--- config.mk ---
export PLATFORM = sky130hd
export DESIGN_NAME = prog_loader
export DESIGN_NICKNAME = d
export VERILOG_FILES = /design/src/rtl/prog_loader_pkg.sv /design/src/rtl/prog_loader_byte_assembler.sv /design/src/rtl/prog_loader.sv
export SDC_FILE = /design/constraint.sdc
export NUM_CORES = 1
export LEC_CHECK = 0
export ABC_CLOCK_PERIOD_IN_PS = 6090
export CAP_MARGIN = 20
export CELL_PAD_IN_SITES_DETAIL_PLACEMENT = 0
export CELL_PAD_IN_SITES_GLOBAL_PLACEMENT = 1
export CORE_ASPECT_RATIO = 0.75
export CORE_MARGIN = 2
export CORE_UTILIZATION = 42
export CTS_BUF_LIST = sky130_fd_sc_hd__clkbuf_4
export CTS_CLUSTER_DIAMETER = 80
export DETAILED_ROUTE_END_ITERATION = 16
export GPL_ROUTABILITY_DRIVEN = 1
export GPL_TIMING_DRIVEN = 0
export PLACE_DENSITY = 0.89
export SYNTH_ARGS = -nofsm -noshare
export SYNTH_HDL_FRONTEND = slang
export SYNTH_SLANG_ARGS = --single-unit
--- constraint.sdc ---
create_clock -name clk -period 6.09 [get_ports clk]
set_input_delay 1.5225 -clock clk [delete_from_list [all_inputs] [get_ports clk]]
set_output_delay 1.5225 -clock clk [all_outputs]
set_load 0.005 [all_outputs]
--- src/rtl/prog_loader_pkg.sv ---
// Shared definitions for the program loader: host command codes, the
// loader FSM state encoding and bytes-per-word for each target memory.
package prog_loader_pkg;

  localparam logic [7:0] CMD_LOAD_I = 8'h01;  // load instruction memory
  localparam logic [7:0] CMD_LOAD_D = 8'h02;  // load data memory
  localparam logic [7:0] CMD_START  = 8'h03;  // enable CPU
  localparam logic [7:0] CMD_STOP   = 8'h04;  // disable CPU (only honoured in RUN)

  localparam int IMEM_BPW = 4;
  localparam int DMEM_BPW = 8;

  typedef enum logic [2:0] {
    ST_IDLE,
    ST_LEN0,
    ST_LEN1,
    ST_DATA,
    ST_WRITE,
    ST_CHK,
    ST_RUN,
    ST_ERR
  } state_t;

endpackage

--- src/rtl/prog_loader_byte_assembler.sv ---
// byte_assembler: shifts accepted bytes into a 64-bit word, LSB first.
//   clk, arst_n : clock, async active-low reset
//   clr         : restart assembly at byte 0
//   shift       : din is accepted this cycle
//   din         : incoming byte
//   wide        : 1 = 8-byte words, 0 = 4-byte words
//   word        : word including this cycle's byte, right-aligned
//   last        : this cycle's byte completes the word
module byte_assembler
  import prog_loader_pkg::*;
(
  input  logic        clk,
  input  logic        arst_n,
  input  logic        clr,
  input  logic        shift,
  input  logic [7:0]  din,
  input  logic        wide,
  output logic [63:0] word,
  output logic        last
);

  logic [63:0] sh_q, sh_nxt;
  logic [2:0]  cnt;

  // Bytes enter at the top and move down, so after 8 bytes the first one
  // sits in [7:0]; a 4-byte word ends up in [63:32] and is shifted down.
  always_comb begin
    sh_nxt = sh_q;
    if (shift) sh_nxt = {din, sh_q[63:8]};
  end

  assign word = wide ? sh_nxt : {32'b0, sh_nxt[63:32]};
  assign last = shift && (cnt == (wide ? 3'(DMEM_BPW - 1) : 3'(IMEM_BPW - 1)));

  always_ff @(posedge clk or negedge arst_n) begin
    if (!arst_n) begin
      sh_q <= '0;
      cnt  <= '0;
    end else if (clr) begin
      sh_q <= '0;
      cnt  <= '0;
    end else if (shift) begin
      sh_q <= sh_nxt;
      cnt  <= last ? 3'd0 : cnt + 3'd1;
    end
  end

endmodule

--- src/rtl/prog_loader.sv ---
// prog_loader: parses a host byte stream into instruction/data memory
// write frames and start/stop commands for the CPU.
//   clk, arst_n                 : clock, async active-low reset
//   in_valid, in_data, in_ready : host byte stream handshake
//   *_ext                       : instruction memory write port (32-bit)
//   *_ext_2                     : data memory write port (64-bit)
//   cpu_enable                  : CPU run enable
//   busy                        : frame in progress
//   err                         : sticky protocol error, cleared only by reset
//   words_loaded                : words written by current/last load frame
module prog_loader
  import prog_loader_pkg::*;
#(
  parameter int IMEM_WORDS = 512,
  parameter int DMEM_WORDS = 1024
) (
  input  logic        clk,
  input  logic        arst_n,
  input  logic        in_valid,
  input  logic [7:0]  in_data,
  output logic        in_ready,
  output logic [63:0] addr_ext,
  output logic        wen_ext,
  output logic        ren_ext,
  output logic [31:0] wdata_ext,
  output logic [63:0] addr_ext_2,
  output logic        wen_ext_2,
  output logic        ren_ext_2,
  output logic [63:0] wdata_ext_2,
  output logic        cpu_enable,
  output logic        busy,
  output logic        err,
  output logic [15:0] words_loaded
);

  localparam logic [31:0] IDEPTH = 32'(IMEM_WORDS);
  localparam logic [31:0] DDEPTH = 32'(DMEM_WORDS);

  state_t      state;
  logic        is_d;      // current frame targets data memory
  logic [7:0]  len_lo;
  logic [15:0] len;
  logic [7:0]  xsum;      // running XOR of the frame so far
  logic        acc;
  logic [15:0] n_rx;
  logic [63:0] asm_word;
  logic        asm_last;

  assign in_ready  = (state != ST_WRITE);
  assign busy      = !(state inside {ST_IDLE, ST_RUN, ST_ERR});
  assign ren_ext   = 1'b0;
  assign ren_ext_2 = 1'b0;
  assign acc       = in_valid && in_ready;
  assign n_rx      = {in_data, len_lo};

  byte_assembler u_asm (
    .clk    (clk),
    .arst_n (arst_n),
    .clr    ((state == ST_IDLE) && acc),
    .shift  ((state == ST_DATA) && acc),
    .din    (in_data),
    .wide   (is_d),
    .word   (asm_word),
    .last   (asm_last)
  );

  always_ff @(posedge clk or negedge arst_n) begin
    if (!arst_n) begin
      state        <= ST_IDLE;
      is_d         <= 1'b0;
      len_lo       <= '0;
      len          <= '0;
      xsum         <= '0;
      addr_ext     <= '0;
      wen_ext      <= 1'b0;
      wdata_ext    <= '0;
      addr_ext_2   <= '0;
      wen_ext_2    <= 1'b0;
      wdata_ext_2  <= '0;
      cpu_enable   <= 1'b0;
      err          <= 1'b0;
      words_loaded <= '0;
    end else begin
      // Strobes are raised on entry to WRITE and drop after its one cycle.
      wen_ext   <= 1'b0;
      wen_ext_2 <= 1'b0;
      case (state)
        ST_IDLE: if (acc) begin
          if (in_data == CMD_LOAD_I || in_data == CMD_LOAD_D) begin
            is_d         <= (in_data == CMD_LOAD_D);
            xsum         <= in_data;
            words_loaded <= '0;
            state        <= ST_LEN0;
          end else if (in_data == CMD_START) begin
            cpu_enable <= 1'b1;
            state      <= ST_RUN;
          end else begin
            err   <= 1'b1;
            state <= ST_ERR;
          end
        end
        ST_LEN0: if (acc) begin
          len_lo <= in_data;
          xsum   <= xsum ^ in_data;
          state  <= ST_LEN1;
        end
        ST_LEN1: if (acc) begin
          xsum <= xsum ^ in_data;
          len  <= n_rx;
          if (32'(n_rx) > (is_d ? DDEPTH : IDEPTH)) begin
            err   <= 1'b1;
            state <= ST_ERR;
          end else if (n_rx == 16'd0) begin
            state <= ST_CHK;
          end else begin
            state <= ST_DATA;
          end
        end
        ST_DATA: if (acc) begin
          xsum <= xsum ^ in_data;
          if (asm_last) begin
            state <= ST_WRITE;
            if (is_d) begin
              wen_ext_2   <= 1'b1;
              addr_ext_2  <= {45'b0, words_loaded, 3'b0};
              wdata_ext_2 <= asm_word;
            end else begin
              wen_ext   <= 1'b1;
              addr_ext  <= {46'b0, words_loaded, 2'b0};
              wdata_ext <= asm_word[31:0];
            end
          end
        end
        ST_WRITE: begin
          words_loaded <= words_loaded + 16'd1;
          state        <= (words_loaded + 16'd1 == len) ? ST_CHK : ST_DATA;
        end
        ST_CHK: if (acc) begin
          if (in_data == xsum) begin
            state <= ST_IDLE;
          end else begin
            err   <= 1'b1;
            state <= ST_ERR;
          end
        end
        ST_RUN: if (acc && in_data == CMD_STOP) begin
          cpu_enable <= 1'b0;
          state      <= ST_IDLE;
        end
        default: state <= ST_ERR;  // ERR is held until reset
      endcase
    end
  end

endmodule

==> run summary, run 1 <==
status -> complete, no violations
critical path class -> flip-flop to output port
R2R Setup Slk -> 3.33 ns
Mapped Area -> 11200 um2
CTS tree -> built
Final Max Tran Viols -> 0
worst r2r src -> state[2]
fin nets -> 1500
routing usage on met3 -> 5.35%
initial antenna violation count -> 0
Fmax -> 0.208 GHz
Reg clk slew, reported paths -> 0.06 ns
busiest layer in global routing -> met1
post-cts resize count -> 0
Hold Fails Final Rpt -> 0
Critical Path End Type -> output port
worst path arrival time -> 3.29 ns
Root Buffer -> clkbuf_4
largest net degree at the start of global routing -> 123
Critical Path Most Common Cell -> clkbuf_1
worst hold path type -> flip-flop to flip-flop
grt met2 use -> 30.5%
wire length of the first global-routing pass -> 46.9 mm
All-Layer GR Usage -> 21.3%
worst skew pair latency -> 0.69 ns
post-synth cell types -> 63
Die X -> 192 um
Flop pwr share -> 45.6%
Storage cell area -> 6080 um2
Initial Util -> 43.0%
routability congestion estimate -> 0.889
# rows -> 51
met1 Use GR -> 32.2%
syn avg cell area -> 9.56 um2
setup_tns -> 0 ns
RSZ-0062 raised after global routing -> false
multi-input logic area -> 4370 um2
commonest non-fill, non-tap cells in the layout -> nand2_1, dfrtp_1, clkdlybuf4s50_1, buf_4, conb_1
Post-synth EDFFs -> 0
die area -> 28000 um2
DRT antenna net count -> 0
Cells on Worst Hold Path -> 2
IO Port Bufs -> 153
Int Pwr -> 3.46 mW
cts hold-fix bufs -> 0
ys flop type -> dfrtp_1
Fill cells -> 2404
Crit path largest cell delay -> 0.55 ns
Setup crit end -> in_ready
Initial DRC Count -> 660
ant diodes -> 0
Worst setup SP type -> flip-flop
Leak Pwr -> 7.10 nW
Comb pwr share -> 28.2%
layout cells sized above 1 -> 18.9%
critical-path cell list -> clkbuf_1, nor2_1, clkinv_1, clkbuf_1, clkdlybuf4s50_1
Cells after Synth -> 1170
routed via count -> 8980
CP max FO -> 10
crit path time final -> 4.81 ns
total power -> 5.25 mW
#FFs+latches synth -> 243
drt total wl -> 29.8 mm
core area -> 26000 um2
most common cell after layout, fill and taps aside -> nand2_1
IR drop worst, VDD -> 0.000163 V
skew final -> 0.0393 ns
Worst path slowest cell -> clkdlybuf4s50_1
number of max-cap violations -> 0
Post-CTS Repair Setup Buffers -> 0
PwrDens -> 366 nW/um2
Vias/cell -> 4.79
# DRC -> 0
I/O Pins -> 259
Least-Margin Pin Slew -> 0.875 ns
final setup fails -> 0
Synth Warn # -> 0
period utilisation layout -> 79.0%
FF-to-FF End -> addr_ext_2[3]
post-synthesis sequential area ratio -> 54.4%
clk buf depth -> 3
sw frac -> 34.1%
GRT overflow -> 0
clock power share -> 26.1%
die height -> 145 um
critical path required time -> 4.57 ns
Net Sw Power -> 1.79 mW
worst reg-to-reg path cell count -> 8
Area Overhead vs Synth -> 28.2%
CP Launch Point -> state[0]
final core area utilization -> 55.1%
Initial DRT Pass Iterations -> 5
Relative slew margins -> 41.6%
Async SR Flop Fraction -> 100%
clock sinks -> 243
Num CTS Buffers -> 61
hpwl dp -> 21.1 mm
drt wl/cell -> 15.9 um
vias in the first global route -> 8526
htree depth -> 2
-- stage by stage --
step / cell area, um2 / setup WS, ns / instances / hold WS (ns)
after floorplan: 11500 / 3.00 / 1267 / 0.439
after global placement: 13500 / -6.82 / 1764 / 0.453
after detailed placement: 13600 / 2.03 / 1766 / 0.458
after CTS: 14300 / 1.28 / 1873 / 0.463
after global routing: 14300 / 1.13 / 1873 / 0.485
final: 14300 / 1.28 / 1873 / 0.455
-- worst min path at each step --
| stage | from | to | slack, ns |
|---|---|---|---|
| 5_1_grt | u_asm.sh_q[11] | wdata_ext_2[3] | 0.48 |
| 3_3_place_gp | u_asm.sh_q[11] | wdata_ext_2[3] | 0.45 |
| 3_5_place_dp | err | err | 0.46 |
| 6_report | u_asm.sh_q[11] | wdata_ext_2[3] | 0.45 |
| 2_1_floorplan | u_asm.sh_q[8] | wdata_ext_2[0] | 0.44 |
| 4_1_cts | u_asm.sh_q[11] | wdata_ext_2[3] | 0.46 |
-- cells in the mapped netlist, types with 3 or more instances --
master,count,area share (%)
nor4_1,6,0.34
xor2_1,8,0.63
nor2_1,37,1.2
nor3_1,8,0.36
a31oi_1,3,0.17
o31ai_1,7,0.47
nand2_1,390,13
buf_2,13,0.58
inv_1,8,0.27
and3_1,7,0.39
ha_1,4,0.45
buf_4,102,6.8
xnor2_1,20,1.6
o22ai_1,10,0.56
mux2_2,69,6.9
clkbuf_1,50,1.7
o21ai_0,32,1.4
nand4_1,6,0.34
buf_1,6,0.20
a21oi_1,78,3.5
dfrtp_1,243,54
a21o_1,3,0.20
or3_1,3,0.17
nand3_1,4,0.18
-- state kept, by name, summed over array words and instances, names as in the netlist, 8 cells and up --
signal and count:
len 16, words_loaded 16, addr_ext 16, xsum 8
u_asm.sh_q 56, addr_ext_2 16, wdata_ext_2 64, wdata_ext 32
len_lo 8
-- final cells by class --
| type | count | share of cell area [%] |
|---|---|---|
| clock buffers | 88 | 4.61 |
| multi-input cells | 841 | 30.5 |
| flip-flops and latches | 243 | 42.4 |
| well taps | 344 | 3.00 |
| inverters | 10 | 0.262 |
| clock inverters | 19 | 0.733 |
| repair buffers | 155 | 11.1 |
| plain buffers | 173 | 7.37 |
-- power by group through the flow --
stage	combinational (mW)	clock (mW)	sequential, mW
floorplan	0.935	0	2.29
global placement	1.44	0	2.41
detailed placement	1.48	0	2.42
CTS	1.48	1.41	2.39
global route	1.65	1.50	2.45
finish	1.48	1.37	2.40
-- cell families after synthesis --
| kind of cell | synth area share [%] |
|---|---|
| AOI/OAI and AO/OA | 8.46 |
| xor gates and xnor gates | 2.19 |
| adders and majority gates | 0.447 |
| buffers and inverters | 9.79 |
| DFF | 54.4 |
| muxes | 7.04 |
| other | 0.0335 |
| and+or+nand+nor | 17.7 |
-- worst max-delay path: cells and delay by family, from the launching register on --
family / cells / cell delay (ns)
and+or+nand+nor: 1 / 0.52
DFF: 1 / 0.45
buffers and inverters: 4 / 1.66
-- routing by layer --
metal	share of wire, %	vias to the layer above
met3	7.3	28
li1	-	4337
met2	43	296
met5	0	-
met4	1.2	0
met1	48	4319
No activity file was read; power rests on OpenSTA's default activity.
==> run 2, diff against run 1 <==
- ABC_CLOCK_PERIOD_IN_PS: 6090 -> 4180
- CORE_UTILIZATION: 42 -> 35
- PLACE_DENSITY: 0.89 -> 0.8
- clock period: 6.09 -> 4.18 ns (I/O delays scaled with it)
==> run summary, run 2 (synthesis gave the netlist of run 1 again) <==
status -> complete, no violations
htree depth -> 3
Worst setup SP type -> flip-flop
period utilisation layout -> 93.0%
DRT antenna net count -> 0
Leak Pwr -> 7.10 nW
IR drop worst, VDD -> 0.000204 V
layout cells sized above 1 -> 19.4%
clock power share -> 26.0%
worst skew pair latency -> 0.69 ns
wire length of the first global-routing pass -> 50.3 mm
CTS tree -> built
worst path arrival time -> 2.84 ns
total power -> 7.69 mW
ant diodes -> 0
final setup fails -> 0
drt total wl -> 31.5 mm
worst reg-to-reg path cell count -> 8
RSZ-0062 raised after global routing -> false
drt wl/cell -> 16.3 um
Die X -> 210 um
CP Launch Point -> state[0]
routability congestion estimate -> 0.858
critical path required time -> 3.13 ns
CP max FO -> 19
die area -> 33400 um2
worst r2r src -> state[0]
Flop pwr share -> 45.4%
Critical Path End Type -> output port
Fill cells -> 3132
clock sinks -> 243
most common cell after layout, fill and taps aside -> nand2_1
FF-to-FF End -> addr_ext_2[3]
GRT overflow -> 0
R2R Setup Slk -> 1.35 ns
Most flops, register -> wdata_ext_2
clk buf depth -> 3
IO Port Bufs -> 153
Storage cell area -> 6080 um2
Initial Util -> 35.6%
Hold Fails Final Rpt -> 0
multi-input logic area -> 4380 um2
Root Buffer -> clkbuf_4
Net Sw Power -> 2.64 mW
Int Pwr -> 5.04 mW
I/O Pins -> 259
All-Layer GR Usage -> 19.1%
Fmax -> 0.257 GHz
sw frac -> 34.4%
Setup crit end -> in_ready
crit path time final -> 3.89 ns
Initial DRT Pass Iterations -> 5
Reg clk slew, reported paths -> 0.07 ns
Initial DRC Count -> 543
Num CTS Buffers -> 66
routed via count -> 9057
skew final -> 0.0339 ns
critical path class -> flip-flop to output port
die height -> 159 um
hpwl dp -> 22.5 mm
initial antenna violation count -> 0
vias in the first global route -> 8824
Relative slew margins -> 49.2%
Area Overhead vs Synth -> 28.8%
Regs by FF count -> wdata_ext_2 (64), u_asm.sh_q (56), wdata_ext (32)
number of max-cap violations -> 0
Final Max Tran Viols -> 0
commonest non-fill, non-tap cells in the layout -> nand2_1, dfrtp_1, clkdlybuf4s50_1, buf_4, conb_1
Least-Margin Pin Slew -> 0.762 ns
# DRC -> 0
# rows -> 56
largest net degree at the start of global routing -> 118
worst hold path type -> input pin to asynchronous set/reset pin
PwrDens -> 533 nW/um2
Comb pwr share -> 28.5%
setup ws final -> 0.294 ns
fin nets -> 1504
Vias/cell -> 4.68
core area -> 31400 um2
max FFs per register -> 64
Post-Place Worst Slack -> 0.544 ns
Post-CTS Repair Setup Buffers -> 0
## run 2: cell count changes in the layout (fill, tap and decap cells not counted), sizes merged
cell      change
clkinv        -7
clkbuf        +5
bufinv        -1
clkinvlp      +1
inv           +1
## run 2: final cells by class
type / count / area share (%)
timing repair buffer: 155 / 11.0
inverter: 10 / 0.287
clock buffer: 94 / 4.90
buffer: 172 / 7.31
tap: 406 / 3.53
sequential: 243 / 42.2
clock inverter: 13 / 0.356
multi-input combinational: 841 / 30.4
## run 2: through the flow
step	area (um2)	utilization [%]	hold slack, ns	instances	setup TNS [ns]
4_1_cts	14400	45.9	0.182	1935	0
2_1_floorplan	11500	-	0.439	1267	0
3_5_place_dp	13600	43.5	0.458	1828	0
6_report	14400	45.9	0.233	1934	0
3_3_place_gp	13600	43.3	0.456	1826	-2071.48
5_1_grt	14400	45.9	0.170	1934	0
## run 2: routing by layer
layer  up-vias  track usage, %  wire, um
met5         -               0         0
met4         0            5.79       633
met3        54            5.56      1910
met2       243            27.8     13900
met1      4410            27.5     15100
li1       4350               -         -
## run 2: how the worst min path moves through the flow
stage                           endpoint  slack (ns)  cells after the start
final                      wdata_ext[20]        0.23                      1
after detailed placement  wdata_ext_2[4]        0.46                      2
after global placement    wdata_ext_2[3]        0.46                      2
after global routing      u_asm.sh_q[49]        0.17                      1
after floorplan           wdata_ext_2[0]        0.44                      2
after CTS                 u_asm.sh_q[49]        0.18                      1
## run 2: what timing repair did
action                                  in CTS  in global routing
resized for setup                            1                  1
hold buffers                                 0                  0
endpoints found under the setup margin       1                  1
## run 2: power by group through the flow
stage                     clock [mW]  combinational [mW]  sequential [mW]
final                           2.00                2.19             3.49
after global routing            2.22                2.44             3.58
after CTS                       2.08                2.20             3.49
after detailed placement           0                2.19             3.53
after global placement             0                2.12             3.52
after floorplan                    0                1.36             3.34
## run 2: critical path: stages, from the launching register on
cell and delay [ns]:
dfrtp_1 0.44, clkbuf_1 0.25, nor2_2 0.40, clkinvlp_4 0.49, clkdlybuf4s50_1 0.58
